[config.mk]
export PLATFORM = sky130hd
export DESIGN_NAME = cpu_seq_ctrl
export DESIGN_NICKNAME = d
export VERILOG_FILES = /design/src/rtl/cpu_pkg.sv /design/src/rtl/seq_fetch_timer.sv /design/src/rtl/cpu_seq_ctrl.sv
export SDC_FILE = /design/constraint.sdc
export NUM_CORES = 1
export LEC_CHECK = 0
export CAP_MARGIN = 5
export CORE_MARGIN = 2
export CORE_UTILIZATION = 41
export DETAILED_ROUTE_END_ITERATION = 10
export PLACE_DENSITY = 0.75
export SYNTH_ARGS = -nofsm -noshare
export SYNTH_HDL_FRONTEND = slang
export SYNTH_SLANG_ARGS = --single-unit
[constraint.sdc]
create_clock -name clock -period 2.35 [get_ports clock]
set_clock_uncertainty 0.1 [all_clocks]
set_input_delay 0.3525 -clock clock [delete_from_list [all_inputs] [get_ports clock]]
set_output_delay 0.3525 -clock clock [all_outputs]
set_load 0.01 [all_outputs]
[src/rtl/cpu_pkg.sv]
// Shared types and constants for the multi-cycle sequencer.
// State encoding, instruction patterns and error codes.
package cpu_pkg;

  typedef enum logic [2:0] {
    ST_IDLE   = 3'd0,
    ST_FETCH  = 3'd1,
    ST_DECODE = 3'd2,
    ST_EXEC   = 3'd3,
    ST_WB     = 3'd4,
    ST_HALT   = 3'd5,
    ST_ERR    = 3'd6
  } state_e;

  localparam logic [31:0] INST_EBREAK  = 32'h0010_0073;
  localparam logic [6:0]  OPC_OP_IMM   = 7'b0010011;
  localparam logic [63:0] CPU_RESET_PC = 64'h8000_0000;

  localparam logic [1:0] ERR_NONE    = 2'd0;
  localparam logic [1:0] ERR_ILLEGAL = 2'd1;
  localparam logic [1:0] ERR_TIMEOUT = 2'd2;

  function automatic logic is_op_imm(
    input logic [31:0] w
  );
    return w[6:0] == OPC_OP_IMM;
  endfunction

  function automatic logic [4:0] rd_of(
    input logic [31:0] w
  );
    return w[11:7];
  endfunction

endpackage

[src/rtl/seq_fetch_timer.sv]
// Counts FETCH cycles spent waiting for an ack.
// expire_o flags the last allowed wait cycle.
module seq_fetch_timer #(
  parameter int TIMEOUT_CYCLES = 16
) (
  input  logic clk_i,
  input  logic rst_ni,
  input  logic clr_i,
  input  logic en_i,
  output logic expire_o
);

  localparam logic [7:0] LAST =
    8'(TIMEOUT_CYCLES - 1);

  logic [7:0] cnt_q;
  logic [7:0] cnt_d;

  // Clear dominates; saturate so a stuck
  // enable can never wrap back to zero.
  always_comb begin
    cnt_d = cnt_q;
    if (clr_i) begin
      cnt_d = '0;
    end else if (en_i && cnt_q != 8'hFF) begin
      cnt_d = cnt_q + 8'd1;
    end
  end

  // Counter register.
  always_ff @(posedge clk_i or negedge rst_ni) begin
    if (!rst_ni) begin
      cnt_q <= '0;
    end else begin
      cnt_q <= cnt_d;
    end
  end

  assign expire_o = en_i && (cnt_q == LAST);

endmodule

[src/rtl/cpu_seq_ctrl.sv]
// Multi-cycle fetch/decode/exec/writeback sequencer.
// Owns PC, instruction register and instret.
module cpu_seq_ctrl
  import cpu_pkg::*;
#(
  parameter logic [63:0] RESET_PC = CPU_RESET_PC,
  parameter int TIMEOUT_CYCLES = 16
) (
  input  logic        clock,
  input  logic        reset,
  output logic        imem_req,
  output logic [63:0] imem_addr,
  input  logic        imem_ack,
  input  logic [31:0] imem_rdata,
  output logic [31:0] inst,
  input  logic [63:0] exu_result,
  output logic        rd_wen,
  output logic [4:0]  rd_addr,
  output logic [63:0] rd_wdata,
  output logic [63:0] pc,
  output logic [63:0] instret,
  output logic        halt,
  output logic        err,
  output logic [1:0]  err_code
);

  state_e      state_q;
  logic [63:0] pc_q;
  logic [31:0] inst_q;
  logic [63:0] instret_q;
  logic [63:0] result_q;
  logic        req_q;
  logic        wen_q;
  logic        halt_q;
  logic        err_q;
  logic [1:0]  err_code_q;

  logic in_fetch;
  logic tmr_clr;
  logic tmr_en;
  logic tmr_expire;

  assign in_fetch = (state_q == ST_FETCH);
  assign tmr_clr  = !in_fetch || imem_ack;
  assign tmr_en   = in_fetch && !imem_ack;

  seq_fetch_timer #(
    .TIMEOUT_CYCLES (TIMEOUT_CYCLES)
  ) u_timer (
    .clk_i    (clock),
    .rst_ni   (reset),
    .clr_i    (tmr_clr),
    .en_i     (tmr_en),
    .expire_o (tmr_expire)
  );

  // Sequencer FSM; outputs are registered so
  // imem_ack never reaches imem_req directly.
  always_ff @(posedge clock or negedge reset) begin
    if (!reset) begin
      state_q    <= ST_IDLE;
      pc_q       <= RESET_PC;
      inst_q     <= '0;
      instret_q  <= '0;
      result_q   <= '0;
      req_q      <= 1'b0;
      wen_q      <= 1'b0;
      halt_q     <= 1'b0;
      err_q      <= 1'b0;
      err_code_q <= ERR_NONE;
    end else begin
      wen_q <= 1'b0;
      unique case (state_q)
        ST_IDLE: begin
          state_q <= ST_FETCH;
          req_q   <= 1'b1;
        end
        ST_FETCH: begin
          if (imem_ack) begin
            inst_q  <= imem_rdata;
            state_q <= ST_DECODE;
            req_q   <= 1'b0;
          end else if (tmr_expire) begin
            state_q    <= ST_ERR;
            req_q      <= 1'b0;
            err_q      <= 1'b1;
            err_code_q <= ERR_TIMEOUT;
          end
        end
        ST_DECODE: begin
          if (inst_q == INST_EBREAK) begin
            state_q <= ST_HALT;
            halt_q  <= 1'b1;
          end else if (is_op_imm(inst_q)) begin
            state_q <= ST_EXEC;
          end else begin
            state_q    <= ST_ERR;
            err_q      <= 1'b1;
            err_code_q <= ERR_ILLEGAL;
          end
        end
        ST_EXEC: begin
          result_q <= exu_result;
          state_q  <= ST_WB;
          wen_q    <= (rd_of(inst_q) != 5'd0);
        end
        ST_WB: begin
          pc_q      <= pc_q + 64'd4;
          instret_q <= instret_q + 64'd1;
          state_q   <= ST_FETCH;
          req_q     <= 1'b1;
        end
        ST_HALT: begin
          state_q <= ST_HALT;
        end
        ST_ERR: begin
          state_q <= ST_ERR;
        end
        default: begin
          state_q <= ST_IDLE;
          req_q   <= 1'b0;
        end
      endcase
    end
  end

  assign imem_req  = req_q;
  assign imem_addr = pc_q;
  assign inst      = inst_q;
  assign rd_wen    = wen_q;
  assign rd_addr   = rd_of(inst_q);
  assign rd_wdata  = result_q;
  assign pc        = pc_q;
  assign instret   = instret_q;
  assign halt      = halt_q;
  assign err       = err_q;
  assign err_code  = err_code_q;

endmodule

==> impl_metrics.yaml <==
critical_path:
  crit_chain: "or3b_4, or4_4, nor3_2, nand4_1, xnor2_1"
  cp-start-kind: "register"
  critical_path_required_ns: 2.66
  arrival_ns: 2.55
  end_kind: "register"
  worstSetupPathType: "reg -> reg"
  crit_fanout: 4
  critical_path_buf_inv_count: 0
  crit_slowest_cell: "or4_4"
  slowest_delay_ns: 0.59
  cp_top_family: "simple AND/OR/NAND/NOR gates"
power:
  total_power_mw: 8.985
  p_sw_mw: 1.894
  power_density_nw_per_um2: 556.8
  leakagePower_nw: 7.019
  comb_power_share_pct: 5.4
  power_frac_clock_pct: 47.8
  sw_frac_of_total_pct: 21.07
  ir_drop_v: 0.0005627
  internal-power_mw: 7.092
  p_seq_share_pct: 46.8
die:
  row_count: 59
  die_h_um: 166.8
  io-pin-count: 398
  die_x_um: 166.8
  start_util_pct: 41.68
  core_um2: 26060
  fp.dieArea_um2: 27810
global_routing:
  antenna_found_initial: 0
  grt_pass1_vias: 8883
  grt.overflow.total: 0
  grt_pass1_wl_um: 49470
  grt_max_degree: 66
  grt.total_usage_pct: 21.99
yosys:
  async_flop_share_pct: 100.0
  netlist_area_um2: 10860
  ys_types: 50
  synthCells: 936
  synth-warning-count: 0
  synth-edff-count: 0
  synth-seq-cells: 239
  synth_top_flop_cell: "dfrtp_1"
  avgSynthCellArea_um2: 11.60
  yosysSeqAreaShare_pct: 55.07
cts:
  htree_levels: 1
  cts_tree: "yes"
  cts_root_buffer: "clkbuf_16"
  clock-sinks: 239
  clk_pin_slew_ns: 0.06
  clockBufferDepth: 3
  insertion_delay_ns: 0.52
  numCtsBuffers: 27
place:
  dp_hpwl_um: 23550
  place_area_um2: 15120
  gp_congestion: 0.8628
  dp_slack_ns: -0.07780
  port_buffers: 393
  dp_cells: 1632
sta:
  setup_tns_ns: 0
  relSlewSlack_pct: 64.12
  report.final.hold_viol_count: 0
  finalSetupViolations: 0
  holdWs_ns: 0.2740
  tightestPinTransition_ns: 0.5341
  fin_crit_sh_pct: 95.27
  max_freq_ghz: 0.4467
  fin_ws_ns: 0.1112
  min_period_ns: 2.239
  slew_violations: 0
  rsz0062_at_grt: "no"
route:
  dr.pass1.iters: 4
  viasPerCell: 5.106
  route.detailed.drc: 0
  via_count: 8598
  drt_iter0_drc: 584
  dr_wl_met2_um: 15350
  top_layer_used: "met4"
  wl_met3_um: 2406
  ant_nets: 0
  routedWlPerCell_um: 18.46
  wirelength_um: 31090
  wl_met1_um: 12570
cells_and_area:
  final_util_pct: 61.92
  drive_gt1_share_pct: 16.90
  final_cells: 1684
  fin_nets: 1432
  finalInstanceArea_um2: 16140
  diodes: 0
  syn_to_final_growth_pct: 48.57
job:
  max-cap-violations: 0
run_status:
  status: "completed"
min_path:
  hold_path.class: "in -> async"
path summary, 6_finish.rpt:
| kind | startpoint | end | slack [ns] | cells past startpoint |
|---|---|---|---|---|
| worst max register to register | state_q[1] | imem_addr[39] | 0.11 | 5 |
| worst min register to register | instret[63] | instret[63] | 0.38 | 1 |
| max in group asynchronous | reset | rd_wdata[59] | 1.18 | 3 |
| worst max-delay path | state_q[1] | imem_addr[39] | 0.11 | 5 |
| worst min-delay path | reset | instret[47] | 0.27 | 2 |
| min in group clock | exu_result[17] | rd_wdata[17] | 0.33 | 2 |
placed cells by master, fill, tap and decap left out, types with 27 or more instances in the layout:
master / count
clkdlybuf4s50_1: 392
dfrtp_1: 238
mux2_2: 92
xnor2_1: 63
xor2_1: 63
nand2_1: 63
nand3_1: 60
buf_4: 57
nor2_1: 55
nand4_1: 41
clkbuf_16: 27
state kept, by name, summed over array words and instances (netlist names):
name	count
u_timer.cnt_q	8
state_q	3
imem_addr	62
err_code	2
instret	64
err	1
rd_wen	1
imem_req	1
halt	1
rd_wdata	64
inst	32
layer usage:
layer	global-route usage, %	vias to the layer above
met3	5.870	46
li1	-	4005
met5	0	-
met4	6.297	0
met1	27.69	4215
met2	37.41	332
cell type report:
class / count / area [um2]
clock inverters: 10 / 136.4
well taps: 335 / 419.2
clock buffers: 38 / 777.0
fillers: 2056 / 9922
flip-flops and latches: 239 / 5982
inverters: 15 / 56.30
multi-input cells: 591 / 4289
repair buffers: 456 / 4477
power by group through the flow:
stage / combinational [mW] / clock (mW) / sequential (mW)
after floorplan: 0.0576 / 0 / 4.30
after global placement: 0.485 / 0 / 4.27
after detailed placement: 0.492 / 0 / 4.28
after CTS: 0.496 / 4.42 / 4.20
after global routing: 0.521 / 4.58 / 4.21
final: 0.483 / 4.30 / 4.20
synth_stat cells (4+ instances only):
cell      instances  area, um2
a31oi_1           4      25.02
and2_1            4      25.02
and3_1           14      87.58
and4_1           10      87.58
buf_4            72      540.5
clkbuf_1         17      63.81
dfrtp_1         238       5956
inv_1            15      56.30
mux2_1            4      45.04
mux2_2           92       1036
nand2_1          63      236.5
nand2b_1          4      25.02
nand3_1          63      315.3
nand4_1          41      256.5
nor2_1           55      206.5
nor3_1           26      130.1
nor3_2            4      40.04
nor4_1           33      206.5
o21ai_0           6      30.03
or3_1             5      31.28
xnor2_1          63      551.8
xor2_1           63      551.8
kinds of logic (layout without fill, tap and decap cells):
group                      count (synthesis)  count (layout)  share of synthesized area (%)
buffers and inverters                    109             519                          6.336
DFF                                      239             239                          55.07
AOI/OAI and AO/OA                         19              19                          1.117
xor gates and xnor gates                 126             126                          10.16
other                                      1               4                        0.03453
adders and majority gates                  3               3                         0.3456
muxes                                     97              97                          10.04
and+or+nand+nor                          342             342                          16.89
repair_timing:
action | 4_1_cts | 5_1_grt
setup buffers | 0 | 3
hold buffers | 1 | 0
resized for setup | 1 | 12
gates cloned | 0 | 0
endpoints found under the setup margin | 1 | 17
endpoints found under the hold margin | 56 | 0
pin swaps | 0 | 5
(Power assumes the default switching activity.)
